## src/rtl/mux_select_arbiter.sv

```systemverilog
// Round-robin arbiter feeding the 2:1 mux select, with a bounded burst per grant
// so a continuously requesting source cannot starve the other one.
module mux_select_arbiter #(
  parameter int BURST_MAX = 4
) (
  input  logic i_clk,
  input  logic i_rst_n,
  input  logic i_valid0,
  input  logic i_valid1,
  input  logic i_ready,
  output logic o_sel,
  output logic o_grant0,
  output logic o_grant1,
  output logic o_valid
);

  // state | meaning
  // IDLE  | no source owns the path; o_sel holds its last value
  // OWN0  | source 0 owns the path, o_sel = 0
  // OWN1  | source 1 owns the path, o_sel = 1

  localparam int CW = (BURST_MAX > 1) ? $clog2(BURST_MAX) : 1;
  localparam logic [CW-1:0] CNT_LAST = CW'(BURST_MAX - 1);

  typedef enum logic [1:0] {
    IDLE = 2'd0,
    OWN0 = 2'd1,
    OWN1 = 2'd2
  } state_t;

  state_t          state_q, state_d;
  logic            sel_q, sel_d;
  logic            grant0_q, grant0_d;
  logic            grant1_q, grant1_d;
  logic            last_q, last_d;
  logic [CW-1:0]   cnt_q, cnt_d;
  logic            cur;
  logic            own_valid;
  logic            oth_valid;

  always_comb begin
    state_d   = state_q;
    sel_d     = sel_q;
    last_d    = last_q;
    cnt_d     = cnt_q;
    cur       = (state_q == OWN1);
    own_valid = cur ? i_valid1 : i_valid0;
    oth_valid = cur ? i_valid0 : i_valid1;

    case (state_q)
      IDLE: begin
        cnt_d = '0;
        if (i_valid0 && i_valid1) begin
          state_d = last_q ? OWN0 : OWN1;
          sel_d   = ~last_q;
        end else if (i_valid0) begin
          state_d = OWN0;
          sel_d   = 1'b0;
        end else if (i_valid1) begin
          state_d = OWN1;
          sel_d   = 1'b1;
        end
      end
      OWN0, OWN1: begin
        if (!own_valid) begin
          cnt_d  = '0;
          last_d = cur;
          if (oth_valid) begin
            state_d = cur ? OWN0 : OWN1;
            sel_d   = ~cur;
          end else begin
            state_d = IDLE;
          end
        end else if (i_ready) begin
          // Terminal count ends the burst; hand over only if the other side waits.
          if (cnt_q == CNT_LAST) begin
            cnt_d = '0;
            if (oth_valid) begin
              state_d = cur ? OWN0 : OWN1;
              sel_d   = ~cur;
              last_d  = cur;
            end
          end else begin
            cnt_d = cnt_q + CW'(1);
          end
        end
      end
      default: begin
        state_d = IDLE;
        cnt_d   = '0;
      end
    endcase

    grant0_d = (state_d == OWN0);
    grant1_d = (state_d == OWN1);
  end

  always_ff @(posedge i_clk or negedge i_rst_n) begin
    if (!i_rst_n) begin
      state_q  <= IDLE;
      sel_q    <= 1'b0;
      grant0_q <= 1'b0;
      grant1_q <= 1'b0;
      last_q   <= 1'b1;
      cnt_q    <= '0;
    end else begin
      state_q  <= state_d;
      sel_q    <= sel_d;
      grant0_q <= grant0_d;
      grant1_q <= grant1_d;
      last_q   <= last_d;
      cnt_q    <= cnt_d;
    end
  end

  assign o_sel    = sel_q;
  assign o_grant0 = grant0_q;
  assign o_grant1 = grant1_q;
  assign o_valid  = (grant0_q & i_valid0) | (grant1_q & i_valid1);

endmodule

```

## config.mk

```make
export PLATFORM = sky130hd
export DESIGN_NAME = mux_select_arbiter
export DESIGN_NICKNAME = d
export VERILOG_FILES = /design/src/rtl/mux_select_arbiter.sv
export SDC_FILE = /design/constraint.sdc
export NUM_CORES = 1
export LEC_CHECK = 0
export CORE_UTILIZATION = 45
export CTS_CLUSTER_SIZE = 30
export DETAILED_ROUTE_END_ITERATION = 12
export HOLD_SLACK_MARGIN = 0.12
export MAX_ROUTING_LAYER = met4
export PLACE_DENSITY = 0.72
export RECOVER_POWER = 100
export SETUP_SLACK_MARGIN = 0.4
export SYNTH_ARGS = -nofsm -noshare
export SYNTH_HDL_FRONTEND = slang
export SYNTH_SLANG_ARGS = --single-unit
```

## constraint.sdc

```tcl
create_clock -name i_clk -period 1.7 [get_ports i_clk]
set_clock_uncertainty 0.1 [all_clocks]
set_input_delay 0.255 -clock i_clk [delete_from_list [all_inputs] [get_ports i_clk]]
set_output_delay 0.255 -clock i_clk [all_outputs]
set_load 0.02 [all_outputs]
```

**Word-level counts from Yosys, hierarchy flattened**

Cells that the tools add are included.

- Reductions and logical operators: 6
- Eq/ne operators: 11
- Multiplexer cells: 29
- $mul: 0
- Div/mod/pow operators: 0
- Magnitude comparators: 0
- Bitwise operators: 5
- Shift-type cells: 0
- $add $sub $neg: 1

Operator list:

| cell | number |
|---|---|
| $mux W2 | 14 |
| $mux W1 | 13 |
| $reduce_and A4 Y1 | 2 |
| $eq A2 B2 Y1 const B | 3 |
| $ne A3 B3 Y1 const B | 2 |
| $eq A2 B1 Y1 const B | 2 |
| $ne A2 B1 Y1 const B | 2 |
| $ne A4 B4 Y1 const B | 1 |
| $pmux W2 S2 | 1 |
| $add A2 B1 Y2 const B | 1 |
| $and A1 B1 Y1 | 2 |
| $logic_not A2 Y1 | 1 |
| $ne A2 B2 Y1 const B | 1 |
| $not A1 Y1 | 2 |
| $pmux W1 S2 | 1 |
| $reduce_bool A2 Y1 | 1 |
| $reduce_or A2 Y1 | 1 |
| $logic_and A1 B1 Y1 | 1 |
| $or A1 B1 Y1 | 1 |

- Memories kept: 0
- RAM bits: 0
- Register bits: 8
- Output and inout port bits: 4
- Logic and storage cells: 58
- Bits in latches: 0
- Input bits: 5
- Memory bits (read-only): 0

**Longest topological paths before layout**

Gate-level depths: netlist of the first run.

- Word-level depth: 8
- Mapped depth: 7
- Mapped depth without buffers: 7

**Least setup slack after synthesis of the first run**

No wires, ideal clock.

- Kind: flip-flop to flip-flop
- Start point: reg state_q[0]
- End point: reg sel_q (netlist: o_sel)
- Stages on the path, launching flop included: 8
- Path slack: -0.016 ns
- Buffers on the path: 0
- Arrival time: 1.491 ns
- Library setup time: 0.125 ns
- Data required time: 1.475 ns
- Period minus slack after synthesis: 1.716 ns
- Cell sequence: dfrtp_1 > inv_1 > ha_1 > inv_1 > nor2_1 > o21ai_1 > o21ai_0 > mux2_2

- Word-level cells in the longest chain between the ends: 7
- Elaborated cells between the ends (all ways): 17
- Those cells by class: eq/ne (5); mux (7); bitwise (1); reduce/logical (4)

Ends and longest elaborated chain:

| element | line | RTL |
|---|---|---|
| start, declared | 31 | `state_t state_q, state_d;` |
| start signal, assigned | 107 | `state_q <= state_d;` |
| $eq A2 B2 Y1 | 46, 50 |  |
| $mux W1 / $not A1 Y1 (equally long branches) | 48, 70, 80 |  |
| $mux W1 | 68, 78 |  |
| $mux W1 | 76 | `if (cnt_q == CNT_LAST) begin` |
| $mux W1 | 74 | `end else if (i_ready) begin` |
| $mux W1 | 65 | `if (!own_valid) begin` |
| $pmux W1 S2 | 50 | `case (state_q)` |
| end signal, assigned | 108 | `sel_q <= sel_d;` |
| end, declared | 32 | `logic sel_q, sel_d;` |

Several ways; a longest one is shown, not always the timed one. The select of a mux whose other input is x is not followed.
A chain may end at the register's enable or synchronous reset.

**Final worst setup path of the first run**

- Start point: reg state_q[0]
- End point: reg grant0_q (netlist: o_grant0)

- Word-level cells in the longest chain between the ends: 8
- Elaborated cells between the ends (all ways): 17
- Those cells by class: eq/ne (3); mux (12); reduce/logical (2)

Ends and longest elaborated chain:

| element | line | RTL |
|---|---|---|
| $eq A2 B2 Y1 * | 46 | `cur = (state_q == OWN1);` |
| via cur | 37 | `logic cur;` |
| $mux W2 / $mux W1 (equally long branches) | 69, 79, 48 |  |
| $mux W2 | 78 | `if (oth_valid) begin` |
| $mux W2 | 76 |  |
| $mux W2 | 74 |  |
| $mux W2 | 65 |  |
| $pmux W2 S2 * | 50 |  |
| $eq A2 B1 Y1 * | 94 | `grant0_d = (state_d == OWN0);` |
| via grant0_d | 33 | `logic grant0_q, grant0_d;` |
| end signal, assigned | 109 | `grant0_q <= grant0_d;` |
| end, declared | 33 |  |

The timed path passes the listed nets; every way through them passes the cells marked *.

==> results.cfg, run 1 <==
[finish]
syn2layout_area_growth_pct = 53.7
multiInputGateArea_um2 = 462
nFillCells = 76
seqCellArea_um2 = 203
layout-drive-gt1-share_pct = 48.4
layout.nets = 102
instances_no_fill = 105
diodes = 0
design_area_um2 = 906
final_core_util_pct = 78.4

[sta]
worst_pin_slew_ps = 371
period_share_pct = 102
max_freq_ghz = 0.578
max-slew-margin-rel_pct = 75.2
min_period_ps = 1730
rsz0062_at_grt = yes
fin_ws_ps = -28.8
slew_violations = 0
finalHoldViolations = 0
finalSetupViolCount = 3

[clocking]
clk_pin_slew_ps = 60
clockBufferDepth = 2
clkSinkCount = 8
hold_buffers = 0
cts_made_buffers = 3
worstSkewPairLatency_ps = 250
cts_root_buf = clkbuf_4
h-tree-depth = 1
cts_tree = done

[route]
num_vias = 599
dr.first_iter.drc_count = 17
ant_nets = 0
totalWireLength_mm = 1.70
routedWlPerCell_um = 16.2
vias_per_cell = 5.70
remaining_drc_errors = 0
drt_pass1_iterations = 4

[grt]
top_usage_layer = met2
use_met1_pct = 30.1
antenna_found_initial = 0
grt_pass1_wl_mm = 2.50
grt_pass1_vias = 575
gr-usage-all-layers_pct = 26.2
use_met2_pct = 45.8
grt_max_degree = 9
grt.overflow.total = 0
groute.layer.met3.usage_pct = 3.49

[status]
status = finished, violations left
failed_checks = negative setup slack

[synth]
synth-seq-cells = 8
ys_seq_area_share_pct = 34.2
yosysUniqueCellTypes = 25
yosysWarnings = 0
async_flop_share_pct = 100
synthFlopType = dfrtp_1
syn_avg_cell_area_um2 = 9.07
syn_nets = 75
synth_edf_count = 0
syn_inst = 65
synth_area_um2 = 589

[die]
dieWidth_um = 38.2
placeableCoreArea_um2 = 1160
row_count = 12
initial_utilization_pct = 51.0
die_area_um2 = 1460
die_h_um = 38.2
io_pins = 9

[flow_run]
maxCapViolCount = 0

[placed_design]
dp_hpwl_mm = 1.07
placed_cells = 95
placed_area_um2 = 802
gp_congestion = 0.867
port_buffers = 8
pre_cts_ws_ps = -293

[setup_path]
path_max_fanout = 5
r2r-end = o_grant0
rrSetupSlack_ps = -30
crit_arrival_ps = 1800
cp_cell_sequence = inv_2 > ha_4 > mux2i_2 > o21ai_1 > o21ai_2 > a32oi_2 > buf_4 > nor3b_2
criticalPathCategory = flip-flop to flip-flop
startpoint = state_q[0]
cpPeakStageDelay_ps = 380
rr_worst_depth = 8
crit_slowest_cell = dfrtp_1
crit_path_end = o_grant0
worstSetupStartpointType = flip-flop
r2r-start = state_q[0]
critPathCaptureType = flip-flop
cp.required_ps = 1770

[power]
p_leak_nw = 0.393
power_density_nw_per_um2 = 1670
max-vdd-ir-drop_v = 0.00101

[min_path]
holdCritPathClass = input port to async pin
worst min-delay path by stage:
stage               startpoint  endpoint  slack, ps  cells past startpoint
floorplan              i_rst_n  cnt_q[0]       -140                      0
global placement         o_sel     o_sel        390                      1
detailed placement       o_sel     o_sel        410                      1
CTS                    i_rst_n  cnt_q[0]        180                      1
global route           i_rst_n  cnt_q[0]        270                      1
finish                 i_rst_n  cnt_q[0]        250                      1
cells by family (layout without fill, tap and decap cells):
family                     after synthesis  after routing  share of synthesized area, %
buffers and inverters                    5             31                          4.46
adders and majority gates                5              5                          10.6
AOI/OAI and AO/OA                       19             19                          21.0
muxes                                    5              5                          8.92
DFF                                      8              8                          34.2
and+or+nand+nor                         23             23                          20.8
Yosys cell counts (all sizes together), types with 2 or more instances:
cell | count | area (µm²)
nor3b | 3 | 27.5
dfrtp | 7 | 175
o21ai | 10 | 50.0
nor2b | 3 | 26.3
nor2 | 11 | 41.3
ha | 5 | 62.6
inv | 4 | 15.0
nand2 | 4 | 15.0
mux2i | 3 | 30.0
a21oi | 3 | 18.8
mux2 | 2 | 22.5
power breakdown:
group	leakage (nW)	switching, mW	internal (mW)
sequential	0.0988	0.0602	0.271
clock	0.0150	0.0611	0.0895
combinational	0.280	0.504	0.524
total	0.393	0.625	0.884
layout make-up:
type / instances / area share [%]
repair buffers: 23 / 20.2
flip-flops and latches: 8 / 22.4
well taps: 14 / 1.93
multi-input cells: 52 / 51.0
clock buffers: 4 / 2.90
inverters: 4 / 1.66
worst max-delay path: cells and delay by family (launching register included):
| family | cells | cell delay [ps] |
|---|---|---|
| AOI/OAI and AO/OA | 3 | 310 |
| adders and majority gates | 1 | 180 |
| buffers and inverters | 2 | 280 |
| DFF | 1 | 380 |
| muxes | 1 | 250 |
| and+or+nand+nor | 1 | 150 |
registers in the layout (all words and copies together), names as in the netlist:
register  count
o_sel         1
o_grant1      1
last_q        1
o_grant0      1
state_q       2
cnt_q         2
timing repair:
item / CTS / global route
pin swaps: 5 / 3
resized for setup: 22 / 6
setup endpoints to repair: 12 / 11
setup buffers: 5 / 1
placed cells by master (no fill, tap or decap), types with 2 or more instances in the layout:
cell type      count
a21oi_1            2
buf_4             14
buf_6              2
clkbuf_1           3
clkbuf_4           3
dfrtp_1            6
dlygate4sd2_1      2
ha_4               3
inv_1              3
mux2i_1            2
nand2_1            3
nor2_1             8
nor2_2             2
nor2b_1            2
nor3b_2            3
o21ai_0            4
o21ai_1            3
o21ai_2            3
stage by stage:
step | TNS, ps | power, mW | hold WS, ps
floorplan | 0 | 0.886 | -141
global placement | -1340 | 1.12 | 391
detailed placement | -1440 | 1.15 | 407
CTS | -1.34 | 1.44 | 184
global route | -303 | 1.59 | 272
finish | -38.0 | 1.51 | 253
layer usage:
layer / part of all wire (%) / vias to the layer above
met2: 50 / 24
met1: 43 / 288
met4: 3.2 / 0
met3: 3.6 / 8
met5: 0 / -
li1: - / 279
Power figures use the tool's default switching activity.
==> run 2, diff against run 1 <==
--- a/config.mk
+++ b/config.mk
@@ -5,6 +5,7 @@
 export SDC_FILE = /design/constraint.sdc
 export NUM_CORES = 1
 export LEC_CHECK = 0
+export CAP_MARGIN = 5
 export CORE_UTILIZATION = 45
 export CTS_CLUSTER_SIZE = 30
 export DETAILED_ROUTE_END_ITERATION = 12
==> results of run 2 <==
Same layout as run 1: the final DEF is identical, and so are final timing and power.
